$ cat src/rtl/ahb_apb_bridge_mc.sv
// AHB-Lite slave bridging one address slot onto NUM_SLV APB peripherals.
// Two-cycle AHB ERROR on decode, size, PSLVERR or ACCESS timeout faults.
module ahb_apb_bridge_mc #(
  parameter int ADDR_W  = 32,
  parameter int DATA_W  = 32,
  parameter int NUM_SLV = 4,
  parameter int SLV_AW  = 12,
  parameter int TIMEOUT = 255
) (
  input  logic                      HCLK,
  input  logic                      HRESETn,
  input  logic                      HSEL,
  input  logic [ADDR_W-1:0]         HADDR,
  input  logic [1:0]                HTRANS,
  input  logic                      HWRITE,
  input  logic [2:0]                HSIZE,
  input  logic                      HREADY,
  input  logic [DATA_W-1:0]         HWDATA,
  output logic [DATA_W-1:0]         HRDATA,
  output logic                      HREADYOUT,
  output logic [1:0]                HRESP,
  output logic [ADDR_W-1:0]         PADDR,
  output logic                      PWRITE,
  output logic [DATA_W-1:0]         PWDATA,
  output logic                      PENABLE,
  output logic [NUM_SLV-1:0]        PSEL,
  input  logic [NUM_SLV*DATA_W-1:0] PRDATA,
  input  logic [NUM_SLV-1:0]        PREADY,
  input  logic [NUM_SLV-1:0]        PSLVERR,
  input  logic                      err_clr,
  output logic [2:0]                err_status
);

  localparam int IDX_W   = (NUM_SLV > 1) ? $clog2(NUM_SLV) : 1;
  localparam int CNT_W   = (TIMEOUT > 1) ? $clog2(TIMEOUT) : 1;
  localparam int TO_LAST = (TIMEOUT > 0) ? TIMEOUT - 1 : 0;

  localparam logic [2:0]     MAX_SIZE = 3'($clog2(DATA_W / 8));
  localparam logic [IDX_W:0] SLV_LIM  = (IDX_W + 1)'(NUM_SLV);

  localparam logic [2:0] IDLE   = 3'd0;
  localparam logic [2:0] SETUP  = 3'd1;
  localparam logic [2:0] ACCESS = 3'd2;
  localparam logic [2:0] DONE   = 3'd3;
  localparam logic [2:0] ERR1   = 3'd4;
  localparam logic [2:0] ERR2   = 3'd5;

  logic [2:0]        state_q, state_d;
  logic [IDX_W-1:0]  idx_q, idx_d;
  logic [SLV_AW-1:0] addr_q, addr_d;
  logic              write_q, write_d;
  logic [DATA_W-1:0] pwdata_q, pwdata_d;
  logic [DATA_W-1:0] hrdata_q, hrdata_d;
  logic [CNT_W-1:0]  cnt_q, cnt_d;
  logic [2:0]        err_q, err_d;
  logic [2:0]        err_ev;

  logic [IDX_W-1:0]   haddr_idx;
  logic               idx_bad;
  logic               size_bad;
  logic               can_accept;
  logic               accept;
  logic               apb_act;
  logic               sel_ready;
  logic               sel_err;
  logic [DATA_W-1:0]  sel_rdata;
  logic [NUM_SLV-1:0] sel_onehot;
  logic               unused_ok;

  assign haddr_idx  = (NUM_SLV > 1) ? HADDR[SLV_AW +: IDX_W] : '0;
  assign idx_bad    = {1'b0, haddr_idx} >= SLV_LIM;
  assign size_bad   = HSIZE > MAX_SIZE;
  assign can_accept = (state_q == IDLE) || (state_q == DONE) ||
                      (state_q == ERR2);
  assign accept     = can_accept & HSEL & HREADY & HTRANS[1];
  assign unused_ok  = ^{HTRANS[0], HADDR};

  // Only the addressed slave's response is ever looked at.
  always_comb begin
    sel_onehot = '0;
    sel_ready  = 1'b0;
    sel_err    = 1'b0;
    sel_rdata  = '0;
    for (int i = 0; i < NUM_SLV; i++) begin
      if (idx_q == IDX_W'(i)) begin
        sel_onehot[i] = 1'b1;
        sel_ready     = PREADY[i];
        sel_err       = PSLVERR[i];
        sel_rdata     = PRDATA[i*DATA_W +: DATA_W];
      end
    end
  end

  always_comb begin
    state_d  = state_q;
    idx_d    = idx_q;
    addr_d   = addr_q;
    write_d  = write_q;
    pwdata_d = pwdata_q;
    hrdata_d = hrdata_q;
    cnt_d    = cnt_q;
    err_ev   = 3'b000;
    unique case (state_q)
      IDLE, DONE, ERR2: begin
        state_d = IDLE;
        if (accept) begin
          idx_d   = haddr_idx;
          addr_d  = HADDR[SLV_AW-1:0];
          write_d = HWRITE;
          if (idx_bad || size_bad) begin
            state_d   = ERR1;
            err_ev[0] = 1'b1;
          end else begin
            state_d = SETUP;
          end
        end
      end
      SETUP: begin
        state_d = ACCESS;
        cnt_d   = '0;
        if (write_q) pwdata_d = HWDATA;
      end
      ACCESS: begin
        cnt_d = cnt_q + CNT_W'(1);
        // A late PREADY on the final allowed cycle still completes.
        if (sel_ready) begin
          if (sel_err) begin
            state_d   = ERR1;
            err_ev[1] = 1'b1;
          end else begin
            state_d = DONE;
            if (!write_q) hrdata_d = sel_rdata;
          end
        end else if ((TIMEOUT != 0) && (cnt_q == CNT_W'(TO_LAST))) begin
          state_d   = ERR1;
          err_ev[2] = 1'b1;
        end
      end
      ERR1: state_d = ERR2;
      default: state_d = IDLE;
    endcase
    err_d = (err_clr ? 3'b000 : err_q) | err_ev;
  end

  always_ff @(posedge HCLK or negedge HRESETn) begin
    if (!HRESETn) begin
      state_q  <= IDLE;
      idx_q    <= '0;
      addr_q   <= '0;
      write_q  <= 1'b0;
      pwdata_q <= '0;
      hrdata_q <= '0;
      cnt_q    <= '0;
      err_q    <= 3'b000;
    end else begin
      state_q  <= state_d;
      idx_q    <= idx_d;
      addr_q   <= addr_d;
      write_q  <= write_d;
      pwdata_q <= pwdata_d;
      hrdata_q <= hrdata_d;
      cnt_q    <= cnt_d;
      err_q    <= err_d;
    end
  end

  assign apb_act    = (state_q == SETUP) || (state_q == ACCESS);
  assign PSEL       = apb_act ? sel_onehot : '0;
  assign PENABLE    = state_q == ACCESS;
  assign PWRITE     = write_q;
  assign PADDR      = ADDR_W'(addr_q);
  // SETUP forwards the live data-phase word; ACCESS replays the captured copy.
  assign PWDATA     = ((state_q == SETUP) && write_q) ? HWDATA : pwdata_q;
  assign HREADYOUT  = can_accept;
  assign HRESP      = ((state_q == ERR1) || (state_q == ERR2)) ? 2'b01 : 2'b00;
  assign HRDATA     = hrdata_q;
  assign err_status = err_q;

endmodule

$ cat config.mk
export PLATFORM = sky130hd
export DESIGN_NAME = ahb_apb_bridge_mc
export DESIGN_NICKNAME = d
export VERILOG_FILES = /design/src/rtl/ahb_apb_bridge_mc.sv
export SDC_FILE = /design/constraint.sdc
export NUM_CORES = 1
export LEC_CHECK = 0
export BUFFER_PORTS_ARGS = -buffer_cell sky130_fd_sc_hd__clkbuf_2
export CAP_MARGIN = 20
export CORE_AREA = 2 2 124 126
export DETAILED_ROUTE_END_ITERATION = 8
export DIE_AREA = 0 0 126 128
export GPL_TIMING_DRIVEN = 0
export PLACE_DENSITY = 0.74
export SLEW_MARGIN = 30
export SYNTH_ARGS = -nofsm -noshare
export SYNTH_HDL_FRONTEND = slang
export SYNTH_SLANG_ARGS = --single-unit
$ cat constraint.sdc
create_clock -name HCLK -period 3.1 [get_ports HCLK]
set_input_delay 0.93 -clock HCLK [delete_from_list [all_inputs] [get_ports HCLK]]
set_output_delay 0.93 -clock HCLK [all_outputs]
set_load 0.01 [all_outputs]
* Word-level counts from Yosys, hierarchy flattened
Cells that the tools add are included.
Widths: inputs -> output; s select.
** Word-level totals
- Register bits after elaboration :: 93
- Latch bits :: 0
- Memory bits (writable) :: 0
- Memory bits (read-only) :: 0
- Output and inout bits :: 108
- Word-level logic and storage cells :: 73
- Memories kept :: 0
** Operators by class
- Add/subtract/negate cells :: 1
- Multiply operators :: 0
- Div/mod/pow operators :: 0
- Magnitude comparators :: 1
- Equality and inequality tests :: 10
- Shifts and indexed selects :: 0
- Mux-type cells :: 35
- Bitwise operators :: 6
- Reductions and logical operators :: 12
** Operators by type and width (number)
- $mux 32 :: 5
- $mux 1 :: 20
- $mux 3 :: 6
- $pmux 8 s2 :: 1
- $pmux 3 s4 :: 1
- $add 8x1->8 const B :: 1
- $eq 8x8->1 const B :: 1
- $eq 3x2->1 const B :: 2
- $eq 3x3->1 const B :: 2
- $eq 2x2->1 const B :: 2
- $logic_or 1x1->1 :: 4
- $mux 4 :: 1
- $reduce_and 2->1 :: 2
- $reduce_and 4->1 :: 1
- $and 1x1->1 :: 3
- $eq 3x1->1 const B :: 1
- $gt 3x2->1 const B :: 1
- $logic_not 3->1 :: 1
- $ne 3x1->1 const B :: 1
- $or 3x3->3 :: 1
- $reduce_or 3->1 :: 1
- $eq 2x1->1 const B :: 1
- $logic_not 2->1 :: 1
- $mux 2 :: 1
- 3 further kinds :: 4

* Longest topological paths before layout
Gate-level depths: netlist of the first run.
- Word-level depth :: 9
- Depth in mapped cells :: 7

* Worst setup path before layout of the first run
Ideal clock, no wire load.
- Path kind :: reg-to-output
- From :: reg state_q[2]
- To :: out PWDATA[3]
- Arrival :: 1651 ps
- Data required time :: 2170 ps
- Path slack :: 519 ps
- Cell stages (with the launch flop) :: 6
- Buffers on the path :: 2
- Path through :: dfrtp_1 -> or3_1 -> buf_2 -> nor2_2 -> buf_4 -> mux2_1
** Between the ends
- Word-level cells in the longest chain between the ends :: 3
** RTL lines
- from (decl) :: RTL line 48 : logic [2:0] state_q, state_d;
- from (signal assigned) :: RTL line 156 : state_q <= state_d;
- $eq 3x1->1 :: RTL line 173 : assign PWDATA = ((state_q == SETUP) && write_q) ? HWDATA : pwdata_q;
- $logic_and 1x1->1 :: RTL line 173
- $mux 32 :: RTL line 173
- to (decl) :: RTL line 24 : output logic [DATA_W-1:0] PWDATA,
Every way passes these cells.

* Worst setup path after layout of the first run
- From :: reg state_q[0]
- To :: out PWDATA[27]
Same word-level chain as after synthesis.

==> results of run 1 <==
[power groups by stage]
stage | sequential [W] | clock [W] | combinational [W]
2_1_floorplan | 0.00204 | 0 | 0.00172
3_3_place_gp | 0.00194 | 0 | 0.00277
3_5_place_dp | 0.00196 | 0 | 0.00282
4_1_cts | 0.00194 | 0.00107 | 0.00290
5_1_grt | 0.00199 | 0.00111 | 0.00319
6_report | 0.00194 | 0.00104 | 0.00294
[repair_timing]
action | in CTS | in global routing
endpoints found under the setup margin | 30 | 32
resized for setup | 11 | 16
pin swaps | 1 | 1
gates cloned | 2 | 1
setup buffers | 4 | 4
[per-layer routing]
layer	share of wire [%]	vias to the layer above
met5	0	-
met4	3.0	0
met3	7.1	27
met2	52	172
met1	38	1881
li1	-	1775
[registers in the layout, indices dropped and copies added (netlist names)]
signal,flops
PWRITE,1
HRDATA,32
state_q,3
idx_q,2
err_status,3
pwdata_q,32
cnt_q,8
addr_q,12
[area by class of cell]
| cell class | count | share of cell area (%) |
|---|---|---|
| Sequential cell | 93 | 33.1 |
| Multi-Input combinational cell | 197 | 32.2 |
| Timing Repair Buffer | 290 | 22.2 |
| Buffer | 39 | 4.75 |
| Clock buffer | 10 | 3.40 |
| Tap cell | 188 | 3.35 |
| Clock inverter | 5 | 0.498 |
| Inverter | 8 | 0.427 |
| Antenna cell | 1 | 0.0356 |
[synth_stat cells, types with 3 or more instances]
cell type	number	share of area, %
sky130_fd_sc_hd__dfrtp_1	93	48
sky130_fd_sc_hd__mux2_2	48	11
sky130_fd_sc_hd__mux4_2	33	15
sky130_fd_sc_hd__mux2_4	30	9.3
sky130_fd_sc_hd__buf_4	26	4.0
sky130_fd_sc_hd__nand2_1	13	1.0
sky130_fd_sc_hd__o21ai_0	10	1.0
sky130_fd_sc_hd__inv_1	7	0.54
sky130_fd_sc_hd__buf_2	6	0.62
sky130_fd_sc_hd__nand3_1	5	0.52
sky130_fd_sc_hd__mux2i_1	4	0.83
sky130_fd_sc_hd__buf_12	3	1.2
[final timing paths]
path / from / endpoint / slack [ns]
min in group HCLK: cnt_q[7]$_DFFE_PN0N_ / cnt_q[7]$_DFFE_PN0N_ / 0.48
setup reg to reg: state_q[1]$_DFFE_PN0P_ / addr_q[8]$_DFFE_PN0P_ / 0.94
hold / removal: HRESETn / HRDATA[20]$_DFFE_PN0P_ / 0.46
hold reg to reg: cnt_q[7]$_DFFE_PN0N_ / cnt_q[7]$_DFFE_PN0N_ / 0.48
max in group asynchronous: HRESETn / state_q[1]$_DFFE_PN0P_ / 2.01
setup / recovery: state_q[0]$_DFFE_PN0P_ / PWDATA[27] / 0.05
[cell usage in the layout, fill, tap and decap left out, types with 4 or more instances in the layout]
cell                        netlist  layout
sky130_fd_sc_hd__conb_1           1      21
sky130_fd_sc_hd__mux4_2          33      33
sky130_fd_sc_hd__o21ai_0         10      10
sky130_fd_sc_hd__mux2_4          30      35
sky130_fd_sc_hd__mux2_2          48      43
sky130_fd_sc_hd__nand3_1          5       5
sky130_fd_sc_hd__buf_6            1       7
sky130_fd_sc_hd__inv_1            7       6
sky130_fd_sc_hd__mux2i_1          4       4
sky130_fd_sc_hd__dfrtp_1         93      92
sky130_fd_sc_hd__buf_2            6       8
sky130_fd_sc_hd__buf_4           26      30
sky130_fd_sc_hd__nand2_1         13      13
sky130_fd_sc_hd__clkbuf_16        0      10
sky130_fd_sc_hd__buf_12           3       5
sky130_fd_sc_hd__clkbuf_2         0     272
[worst max-delay path: stages, from the launching register on]
cell and delay [ns]:
sky130_fd_sc_hd__dfrtp_1 0.36, sky130_fd_sc_hd__inv_2 0.05, sky130_fd_sc_hd__or3_1 0.35, sky130_fd_sc_hd__buf_6 0.14
sky130_fd_sc_hd__nor2_4 0.09, sky130_fd_sc_hd__buf_12 0.15, sky130_fd_sc_hd__clkbuf_16 0.15, sky130_fd_sc_hd__mux2_2 0.35
sky130_fd_sc_hd__buf_6 0.13
[stage by stage]
stage | setup TNS (ns) | cells | util (%) | setup slack, ns | total power, W
finish | 0 | 831 | 47.3 | 0.0508 | 0.00592
global route | -0.0419 | 831 | 47.3 | -0.00717 | 0.00629
CTS | -0.000649 | 825 | 46.6 | -0.000649 | 0.00591
detailed placement | 0 | 804 | 44.2 | 0.169 | 0.00478
global placement | -9.23 | 803 | 43.9 | -0.111 | 0.00471
floorplan | 0 | 337 | - | 0.519 | 0.00376
[cells by family (layout without fill, tap and decap cells)]
kind of cell	after synthesis	count (layout)	synth area share, %
AOI/OAI and AO/OA	20	20	2.54
muxes	116	116	37.0
DFF	93	93	48.2
buffers and inverters	47	352	7.00
and+or+nand+nor	37	37	4.48
xor gates and xnor gates	1	1	0.181
other	1	22	0.0777
adders and majority gates	2	2	0.518
==> results_tabular.tex, run 1 <==
\begin{tabular}{lr}
\hline
Metric & Value \\
\hline
\multicolumn{2}{l}{\textbf{Run status}} \\
\quad Status & finished, final reports clean \\
\multicolumn{2}{l}{\textbf{Die}} \\
\quad Die Height & 128 um \\
\quad Chip Width & approximately 130 um \\
\quad Die ar. & 16,100 um\^{}2 \\
\quad Top Ports & 319 \\
\quad Starting density of the core & about a third \\
\quad Num rows & 45 \\
\quad Core outline area & between 10,000 and 15,000 um\^{}2 \\
\multicolumn{2}{l}{\textbf{Worst setup path}} \\
\quad Crit Path Max Fanout & 7 \\
\quad Depth of the worst register-to-register path & 7 \\
\quad Kind of end point of the critical path & output port \\
\quad Data arrival time of the critical path & around 2.1 ns \\
\quad Type of the worst setup path & flip-flop to output port \\
\quad Required time worst endpoint & 2.17 ns \\
\quad Startpoint kind of the worst setup timing path & flip-flop \\
\multicolumn{2}{l}{\textbf{Clock tree}} \\
\quad Library cell used as clock root buffer & sky130\_fd\_sc\_hd\_\_clkbuf\_16 \\
\quad Hold-fix buffer count after cts & 0 \\
\quad CTS Buf Count & 9 \\
\quad TritonCTS clock tree & yes \\
\quad Clock H-tree levels & 3 \\
\quad CTS clk-pin slew, worst paths & $\sim$0.07 ns \\
\quad Clock latency at the later pin of the worst-skew pair & approximately 0.35 ns \\
\quad Longest Clk Path Bufs & 2 \\
\quad Number of sinks on the clock net & 93 \\
\multicolumn{2}{l}{\textbf{Power and ir drop}} \\
\quad Leakage power & 3.62 nW \\
\quad Switch Pwr & about 0.0020 W \\
\quad Switching share of total power & between 30\% and 40\% \\
\quad Reg power frac & 32.7\% \\
\quad Cell internal pwr & 0.00387 W \\
\quad Largest voltage drop on the vdd net & 0.309 mV \\
\quad Total power per unit cell area & approximately 840 nW/um\^{}2 \\
\quad Logic gate share of total power & around half \\
\quad Clock power share & between 10\% and 20\% \\
\multicolumn{2}{l}{\textbf{Drt}} \\
\quad Number of violations reported at the end of detailed-routing iteration 0 & $\sim$110 \\
\quad Final routed wirelength across all metal layers & about 14,000 um \\
\quad Wire length per cell & around 17 um \\
\quad Via count & approximately 3,900 \\
\quad Post-DRT Antenna Nets & 0 \\
\quad Pre-antenna DRT Iters & 4 \\
\quad Drc violations & 0 \\
\quad Mean number of vias per cell & roughly 4.6 \\
\multicolumn{2}{l}{\textbf{Synthesis}} \\
\quad \#FFs+latches synth & 93 \\
\quad Count of warnings emitted by yosys & 0 \\
\quad Synth unique cells & 40 \\
\quad Mapped Avg Cell Area & 15.2 um\^{}2 \\
\quad Proportion of synthesized flip-flops having asynchronous set or reset & 100\% \\
\quad Flip-flop cell with the highest count after synthesis & sky130\_fd\_sc\_hd\_\_dfrtp\_1 \\
\quad Number of enable flip-flop cells after synthesis & 0 \\
\quad Cell count after synthesis & about 320 \\
\quad Mapped Area & between 4000 and 5000 um\^{}2 \\
\quad Share of the yosys chip area belonging to registers & approximately 48\% \\
\multicolumn{2}{l}{\textbf{Final layout}} \\
\quad Final std cell area, no fill & approximately 7000 um\^{}2 \\
\quad Fill cell count & 1,376 \\
\quad Sequential cell area & 2330 um\^{}2 \\
\quad Total Nets Final & 851 \\
\quad Share of post-route cells with drive strength above 1 & just over 70\% \\
\quad Area Growth Syn to Fin & 45.6\% \\
\quad Combined area of the multi-input logic cells & 2260 um\^{}2 \\
\multicolumn{2}{l}{\textbf{Global routing}} \\
\quad Met3 routing resource usage after global routing & 3.88\% \\
\quad Number of global-route vias before repair & 4,018 \\
\quad GR met1 Demand/Resource & approximately a fifth \\
\quad Global-route wire length before repair & between 20,000 and 25,000 um \\
\quad Met2 global-route usage & between 30\% and 40\% \\
\quad Combined global-route utilization of all metal layers & roughly 17\% \\
\quad Initial antenna violation count & 1 \\
\quad Pin count of the biggest net entering global routing & 66 \\
\quad Most used routing layer & met2 \\
\quad Congestion Overflow GR & 0 \\
\multicolumn{2}{l}{\textbf{Placement}} \\
\quad Standard cell area after detailed placement & between 6000 and 7000 um\^{}2 \\
\quad Hpwl dp & 11,300 um \\
\quad Last weighted congestion value of the routability-driven placer & 0.775 \\
\quad Port Buf Inserts & between 200 and 300 \\
\multicolumn{2}{l}{\textbf{Timing}} \\
\quad Final number of hold-violating endpoints & 0 \\
\quad Final critical-path required period & around 3.0 ns \\
\quad Post-route worst hold slack & about 0.46 ns \\
\quad Achievable frequency & 0.328 GHz \\
\quad Final Setup Violations & 0 \\
\quad Unrepaired setup endpoints after global routing & true \\
\quad Period utilisation layout & a little over nine tenths \\
\quad Final Skew & roughly 0.010 ns \\
\quad Slew HR & 59.0\% \\
\quad Pins over their slew limit & 0 \\
\quad Worst-Margin Slew & around 0.6 ns \\
\multicolumn{2}{l}{\textbf{Min path}} \\
\quad Tightest Hold Check Type & primary input to async pin \\
\multicolumn{2}{l}{\textbf{Job}} \\
\quad Maximum capacitance violations & 0 \\
\hline
\end{tabular}
(Power assumes the default switching activity.)
==> run 2, diff against run 1 <==
CELL_PAD_IN_SITES_DETAIL_PLACEMENT = 1   (was default)
CELL_PAD_IN_SITES_GLOBAL_PLACEMENT = 1   (was default)
CORE_AREA = default   (was 2 2 124 126)
CORE_MARGIN = 2   (was default)
CORE_UTILIZATION = 32   (was default)
DIE_AREA = default   (was 0 0 126 128)
PLACE_DENSITY = default   (was 0.74)
PLACE_DENSITY_LB_ADDON = 0.1   (was default)
==> results_tabular.tex, run 2 (synthesized netlist as in run 1, its figures left out) <==
\begin{tabular}{lr}
\hline
Metric & Value \\
\hline
\multicolumn{2}{l}{\textbf{Run status}} \\
\quad Status & finished, final reports clean \\
\multicolumn{2}{l}{\textbf{Worst setup path}} \\
\quad Depth of the worst register-to-register path & 8 \\
\quad Critical-path cell list & inv\_2 -> or3\_4 -> buf\_6 -> nor2\_4 -> buf\_12 -> clkbuf\_16 -> mux2\_2 -> clkbuf\_2 \\
\quad Startpoint of the worst-slack reg-to-reg timing path & state\_q[0]\$\_DFFE\_PN0P\_ \\
\quad Delay-heaviest family, CP & buffers and inverters \\
\quad Critical Path Slowest Stage Cell & sky130\_fd\_sc\_hd\_\_dfrtp\_1 \\
\quad Kind of end point of the critical path & output port \\
\quad Startpoint kind of the worst setup timing path & flip-flop \\
\quad Data arrival time of the critical path & around 2.1 ns \\
\quad Endpoint of the most critical register-to-register path & idx\_q[0]\$\_DFFE\_PN0P\_ \\
\quad Type of the worst setup path & flip-flop to output port \\
\quad Count of buffer and inverter cells on the critical path & 5 \\
\quad Peak per-stage delay on the critical path & 0.37 ns \\
\quad Slack of the worst reg-to-reg path & roughly 0.87 ns \\
\quad Crit Path Max Fanout & 8 \\
\quad Required time worst endpoint & $\sim$2.2 ns \\
\multicolumn{2}{l}{\textbf{Global routing}} \\
\quad Initial antenna violation count & 0 \\
\quad Number of global-route vias before repair & 4,191 \\
\quad Global-route wire length before repair & $\sim$23,000 um \\
\quad Combined global-route utilization of all metal layers & 18.1\% \\
\quad Congestion Overflow GR & 0 \\
\quad Pin count of the biggest net entering global routing & slightly below 60 \\
\multicolumn{2}{l}{\textbf{Final layout}} \\
\quad Final std cell area, no fill & between 7000 and 8000 um\^{}2 \\
\quad Area Growth Syn to Fin & 46.6\% \\
\quad Share of post-route cells with drive strength above 1 & between 70\% and 80\% \\
\quad Fill cell count & $\sim$1,600 \\
\quad Filler-free cell count of the finished design & between 800 and 900 \\
\quad Total Nets Final & between 800 and 900 \\
\quad Most common cell after layout, fill and taps aside & sky130\_fd\_sc\_hd\_\_clkbuf\_2 \\
\quad Final core utilization & approximately half \\
\quad Most frequent cells in the layout & 274 x sky130\_fd\_sc\_hd\_\_clkbuf\_2, 92 x sky130\_fd\_sc\_hd\_\_dfrtp\_1, 45 x sky130\_fd\_sc\_hd\_\_mux2\_2 \\
\quad Final antenna diode count & 0 \\
\multicolumn{2}{l}{\textbf{Die}} \\
\quad Num rows & 44 \\
\quad Chip Width & between 100 and 150 um \\
\quad Top Ports & about 320 \\
\quad Die Height & $\sim$130 um \\
\quad Core outline area & between 10,000 and 15,000 um\^{}2 \\
\quad Starting density of the core & 33.0\% \\
\quad Die ar. & approximately 16,000 um\^{}2 \\
\multicolumn{2}{l}{\textbf{Job}} \\
\quad Maximum capacitance violations & 0 \\
\multicolumn{2}{l}{\textbf{Timing}} \\
\quad Post-route worst hold slack & around 0.48 ns \\
\quad Achievable frequency & 0.329 GHz \\
\quad Pins over their slew limit & 0 \\
\quad Worst-Margin Slew & 0.571 ns \\
\quad Final number of hold-violating endpoints & 0 \\
\quad Final Skew & $\sim$0.011 ns \\
\quad Final Setup Violations & 0 \\
\quad Slew HR & 62.0\% \\
\quad Period utilisation layout & approximately 100\% \\
\quad Crit path setup slack, layout & a little under 0.06 ns \\
\quad Final critical-path required period & a little over 3 ns \\
\multicolumn{2}{l}{\textbf{Placement}} \\
\quad Hpwl dp & $\sim$12,000 um \\
\quad Standard cell area after detailed placement & between 6000 and 7000 um\^{}2 \\
\quad Placement Setup Slack & around 0.15 ns \\
\quad Last weighted congestion value of the routability-driven placer & roughly 0.8 \\
\quad Port Buf Inserts & between 200 and 300 \\
\quad Number of placed instances, taps included & 800 \\
\multicolumn{2}{l}{\textbf{Min path}} \\
\quad Tightest Hold Check Type & primary input to async pin \\
\multicolumn{2}{l}{\textbf{Drt}} \\
\quad Drc violations & 0 \\
\quad Final routed wirelength across all metal layers & between 10,000 and 15,000 um \\
\quad Pre-antenna DRT Iters & 4 \\
\quad Via count & approximately 3,900 \\
\quad Wire length per cell & 17.5 um \\
\quad Number of violations reported at the end of detailed-routing iteration 0 & 91 \\
\quad Mean number of vias per cell & 4.67 \\
\quad Post-DRT Antenna Nets & 0 \\
\multicolumn{2}{l}{\textbf{Power and ir drop}} \\
\quad Switching share of total power & roughly 34\% \\
\quad Logic gate share of total power & just under 50\% \\
\quad Largest voltage drop on the vdd net & approximately 0.35 mV \\
\quad Leakage power & 3.64 nW \\
\quad Cell internal pwr & around 0.0040 W \\
\quad Switch Pwr & around 0.0021 W \\
\quad Clock power share & approximately 20\% \\
\quad Total power per unit cell area & around 870 nW/um\^{}2 \\
\quad Reg power frac & roughly a third \\
\multicolumn{2}{l}{\textbf{Clock tree}} \\
\quad TritonCTS clock tree & yes \\
\quad Clock H-tree levels & 3 \\
\quad CTS Buf Count & 9 \\
\quad Library cell used as clock root buffer & sky130\_fd\_sc\_hd\_\_clkbuf\_16 \\
\quad CTS clk-pin slew, worst paths & 0.07 ns \\
\quad Hold-fix buffer count after cts & 0 \\
\quad Longest Clk Path Bufs & 2 \\
\quad Number of sinks on the clock net & 93 \\
\quad Clock latency at the later pin of the worst-skew pair & between 0.3 and 0.4 ns \\
\hline
\end{tabular}
-- run 2: cell types whose count changed in the layout (fill, tap and decap cells not counted), sizes merged --
cell,before,now
buf,53,51
bufinv,0,2
clkbuf,286,288
clkinv,3,1
diode,1,0
inv,9,10
-- run 2: power by group through the flow --
stage	sequential, W	combinational, W	clock, W
floorplan	0.00204	0.00172	0
global placement	0.00194	0.00282	0
detailed placement	0.00197	0.00286	0
CTS	0.00195	0.00296	0.00124
global route	0.00201	0.00324	0.00129
finish	0.00194	0.00299	0.00119
-- run 2: routing by layer --
layer	vias up	GRT usage (%)	share of wire, %
li1	1777	-	-
met2	149	32.2	53
met1	1920	21.2	39
met4	0	5.69	1.4
met5	-	0	0
met3	14	4.89	7.4
-- run 2: worst max path at each step --
| stage | start | end | depth (start not counted) |
|---|---|---|---|
| floorplan | state_q[2]$_DFFE_PN0P_ | PWDATA[3] | 5 |
| global placement | HRESETn | HRDATA[4]$_DFFE_PN0P_ | 1 |
| detailed placement | state_q[0]$_DFFE_PN0P_ | PWDATA[3] | 7 |
| CTS | state_q[0]$_DFFE_PN0P_ | PWDATA[4] | 8 |
| global route | state_q[0]$_DFFE_PN0P_ | PWDATA[18] | 8 |
| finish | state_q[0]$_DFFE_PN0P_ | PWDATA[18] | 8 |
-- run 2: repair_timing --
action,CTS,global route
gates cloned,2,1
gates resized for setup,12,16
pin swaps,1,1
endpoints found under the setup margin,30,30
setup buffers,4,4
-- run 2: area by class of cell --
class	instances	area (um^2)	share of cell area, %
clock buffer	10	229	3.24
tap	184	230	3.25
clock inverter	6	93.8	1.33
sequential	93	2330	32.9
inverter	8	30.0	0.424
multi-input combinational	197	2260	32.0
timing repair buffer	290	1560	22.0
buffer	39	342	4.83
-- run 2: stage by stage --
| step | power [W] | TNS, ns |
|---|---|---|
| detailed placement | 0.00483 | 0 |
| global placement | 0.00477 | -7.46 |
| global route | 0.00654 | -0.0176 |
| CTS | 0.00614 | 0 |
| floorplan | 0.00376 | 0 |
| finish | 0.00612 | 0 |
==> run 3, diff against run 2 <==
clock period = 3 ns   (was 3.1 ns; I/O delays follow)
==> results_tabular.tex, run 3 (synthesized netlist as in run 1, its figures left out) <==
\begin{tabular}{lr}
\hline
Metric & Value \\
\hline
\multicolumn{2}{l}{\textbf{Worst setup path}} \\
\quad Startpoint kind of the worst setup timing path & flip-flop \\
\quad Required time worst endpoint & around 2.1 ns \\
\quad Startpoint of the worst-slack reg-to-reg timing path & idx\_q[1]\$\_DFFE\_PN0P\_ \\
\quad Critical-path cell list & inv\_2 -> or3\_4 -> nor2\_4 -> buf\_12 -> buf\_8 -> mux2\_4 -> clkbuf\_8 \\
\quad Delay-heaviest family, CP & buffers and inverters \\
\quad Type of the worst setup path & flip-flop to output port \\
\quad Count of buffer and inverter cells on the critical path & 4 \\
\quad Launch point of the critical path & state\_q[0]\$\_DFFE\_PN0P\_ \\
\quad Critical Path Slowest Stage Cell & sky130\_fd\_sc\_hd\_\_or3\_4 \\
\quad Peak per-stage delay on the critical path & 0.39 ns \\
\quad Data arrival time of the critical path & approximately 2.0 ns \\
\quad Kind of end point of the critical path & output port \\
\quad Crit Path Max Fanout & 8 \\
\multicolumn{2}{l}{\textbf{Timing}} \\
\quad Crit path setup slack, layout & 0.0684 ns \\
\quad Final Skew & a little over 0.009 ns \\
\quad Achievable frequency & 0.341 GHz \\
\quad Pins over their slew limit & 0 \\
\quad Worst-Margin Slew & between 0.5 and 0.6 ns \\
\quad Post-route worst hold slack & around 0.45 ns \\
\quad Final Setup Violations & 0 \\
\quad Final number of hold-violating endpoints & 0 \\
\quad Slew HR & about three fifths \\
\quad Sum of negative setup slack & 0 ns \\
\quad Final critical-path required period & 2.93 ns \\
\quad Period utilisation layout & 97.7\% \\
\multicolumn{2}{l}{\textbf{Clock tree}} \\
\quad Clock H-tree levels & 3 \\
\quad Longest Clk Path Bufs & 2 \\
\quad TritonCTS clock tree & yes \\
\quad CTS Buf Count & 9 \\
\quad Clock latency at the later pin of the worst-skew pair & 0.35 ns \\
\quad CTS clk-pin slew, worst paths & around 0.07 ns \\
\quad Number of sinks on the clock net & 93 \\
\quad Library cell used as clock root buffer & sky130\_fd\_sc\_hd\_\_clkbuf\_16 \\
\multicolumn{2}{l}{\textbf{Drt}} \\
\quad Pre-antenna DRT Iters & 4 \\
\quad Wire length per cell & 17.8 um \\
\quad Post-DRT Antenna Nets & 0 \\
\quad Number of violations reported at the end of detailed-routing iteration 0 & $\sim$120 \\
\quad Via count & 3,893 \\
\quad Mean number of vias per cell & 4.70 \\
\quad Drc violations & 0 \\
\quad Final routed wirelength across all metal layers & between 10,000 and 15,000 um \\
\multicolumn{2}{l}{\textbf{Final layout}} \\
\quad Combined area of the multi-input logic cells & roughly 2400 um\^{}2 \\
\quad Sequential cell area & $\sim$2300 um\^{}2 \\
\quad Most common cell after layout, fill and taps aside & sky130\_fd\_sc\_hd\_\_clkbuf\_2 \\
\quad Area Growth Syn to Fin & 50.0\% \\
\quad Most frequent cells in the layout & 269 x sky130\_fd\_sc\_hd\_\_clkbuf\_2, 92 x sky130\_fd\_sc\_hd\_\_dfrtp\_1, 60 x sky130\_fd\_sc\_hd\_\_mux2\_4 \\
\quad Share of post-route cells with drive strength above 1 & approximately 70\% \\
\quad Filler-free cell count of the finished design & a little over 800 \\
\quad Total Nets Final & 853 \\
\quad Fill cell count & between 1,500 and 2,000 \\
\quad Final antenna diode count & 0 \\
\multicolumn{2}{l}{\textbf{Die}} \\
\quad Die ar. & between 15,000 and 20,000 um\^{}2 \\
\quad Die Height & approximately 130 um \\
\quad Core outline area & $\sim$15,000 um\^{}2 \\
\quad Chip Width & about 130 um \\
\quad Top Ports & about 320 \\
\quad Num rows & between 40 and 50 \\
\quad Starting density of the core & about a third \\
\multicolumn{2}{l}{\textbf{Global routing}} \\
\quad Global-route wire length before repair & between 20,000 and 25,000 um \\
\quad Combined global-route utilization of all metal layers & between 10\% and 20\% \\
\quad Number of global-route vias before repair & 4,271 \\
\quad Congestion Overflow GR & 0 \\
\quad Pin count of the biggest net entering global routing & 59 \\
\quad Initial antenna violation count & 0 \\
\multicolumn{2}{l}{\textbf{Run status}} \\
\quad Status & finished, final reports clean \\
\multicolumn{2}{l}{\textbf{Placement}} \\
\quad Port Buf Inserts & 278 \\
\quad Last weighted congestion value of the routability-driven placer & $\sim$0.81 \\
\quad Hpwl dp & approximately 12,000 um \\
\quad Number of placed instances, taps included & 800 \\
\quad Placement Setup Slack & $\sim$0.076 ns \\
\multicolumn{2}{l}{\textbf{Job}} \\
\quad Maximum capacitance violations & 0 \\
\multicolumn{2}{l}{\textbf{Power and ir drop}} \\
\quad Largest voltage drop on the vdd net & 0.340 mV \\
\quad Total power per unit cell area & between 900 and 1000 nW/um\^{}2 \\
\quad Leakage power & about 3.7 nW \\
\multicolumn{2}{l}{\textbf{Min path}} \\
\quad Tightest Hold Check Type & primary input to async pin \\
\hline
\end{tabular}
run 3: cell types whose count changed in the layout (fill, tap and decap cells not counted), moves of 2 or more:
cell / delta
sky130_fd_sc_hd__mux2_4: +26
sky130_fd_sc_hd__buf_4: +2
sky130_fd_sc_hd__buf_8: +2
sky130_fd_sc_hd__clkbuf_8: +5
sky130_fd_sc_hd__buf_6: -2
sky130_fd_sc_hd__mux2_2: -26
sky130_fd_sc_hd__clkbuf_2: -5
run 3: path summary, 6_finish.rpt:
path                                                 end  slack (ns)  depth (start not counted)
worst max-delay path                           PWDATA[3]        0.07                          7
worst min-delay path            pwdata_q[14]$_DFFE_PN0P_        0.45                          1
worst max register to register    HRDATA[21]$_DFFE_PN0P_        0.84                          4
worst min register to register      cnt_q[7]$_DFFE_PN0N_        0.49                          1
max in group asynchronous         state_q[1]$_DFFE_PN0P_        1.92                          2
min in group HCLK                   cnt_q[7]$_DFFE_PN0N_        0.49                          1
run 3: through the flow:
stage	util [%]	instance area (um^2)	power (W)
floorplan	-	4900	0.00389
global placement	44.5	6520	0.00492
finish	49.5	7240	0.00660
CTS	49.3	7220	0.00666
global route	49.5	7240	0.00702
detailed placement	44.8	6560	0.00499
run 3: cell type report:
| type | count | area share [%] |
|---|---|---|
| multi-input cells | 197 | 32.6 |
| flip-flops and latches | 93 | 32.2 |
| repair buffers | 294 | 22.7 |
| plain buffers | 37 | 4.51 |
| well taps | 184 | 3.18 |
| clock buffers | 10 | 3.16 |
| clock inverters | 6 | 1.30 |
| inverters | 8 | 0.415 |
run 3: repair_timing:
item | CTS | global route
endpoints found under the setup margin | 32 | 35
hold buffers | 0 | 0
pin swaps | 2 | 2
resized for setup | 52 | 9
setup buffers | 11 | 1
cloned | 3 | 0
run 3: power by group:
part	switching, W	internal [W]	leakage, nW
logic	0.00148	0.00187	2.42
registers	0.000247	0.00177	1.17
clock network	0.000495	0.000738	0.154
run 3: per-layer routing:
| metal | up-vias | GRT usage (%) | wire length [um] |
|---|---|---|---|
| met1 | 1932 | 21.7 | 5720 |
| met4 | 0 | 6.21 | 251 |
| met5 | - | 0 | 0 |
| li1 | 1781 | - | - |
| met2 | 163 | 32.6 | 7670 |
| met3 | 17 | 5.06 | 1100 |
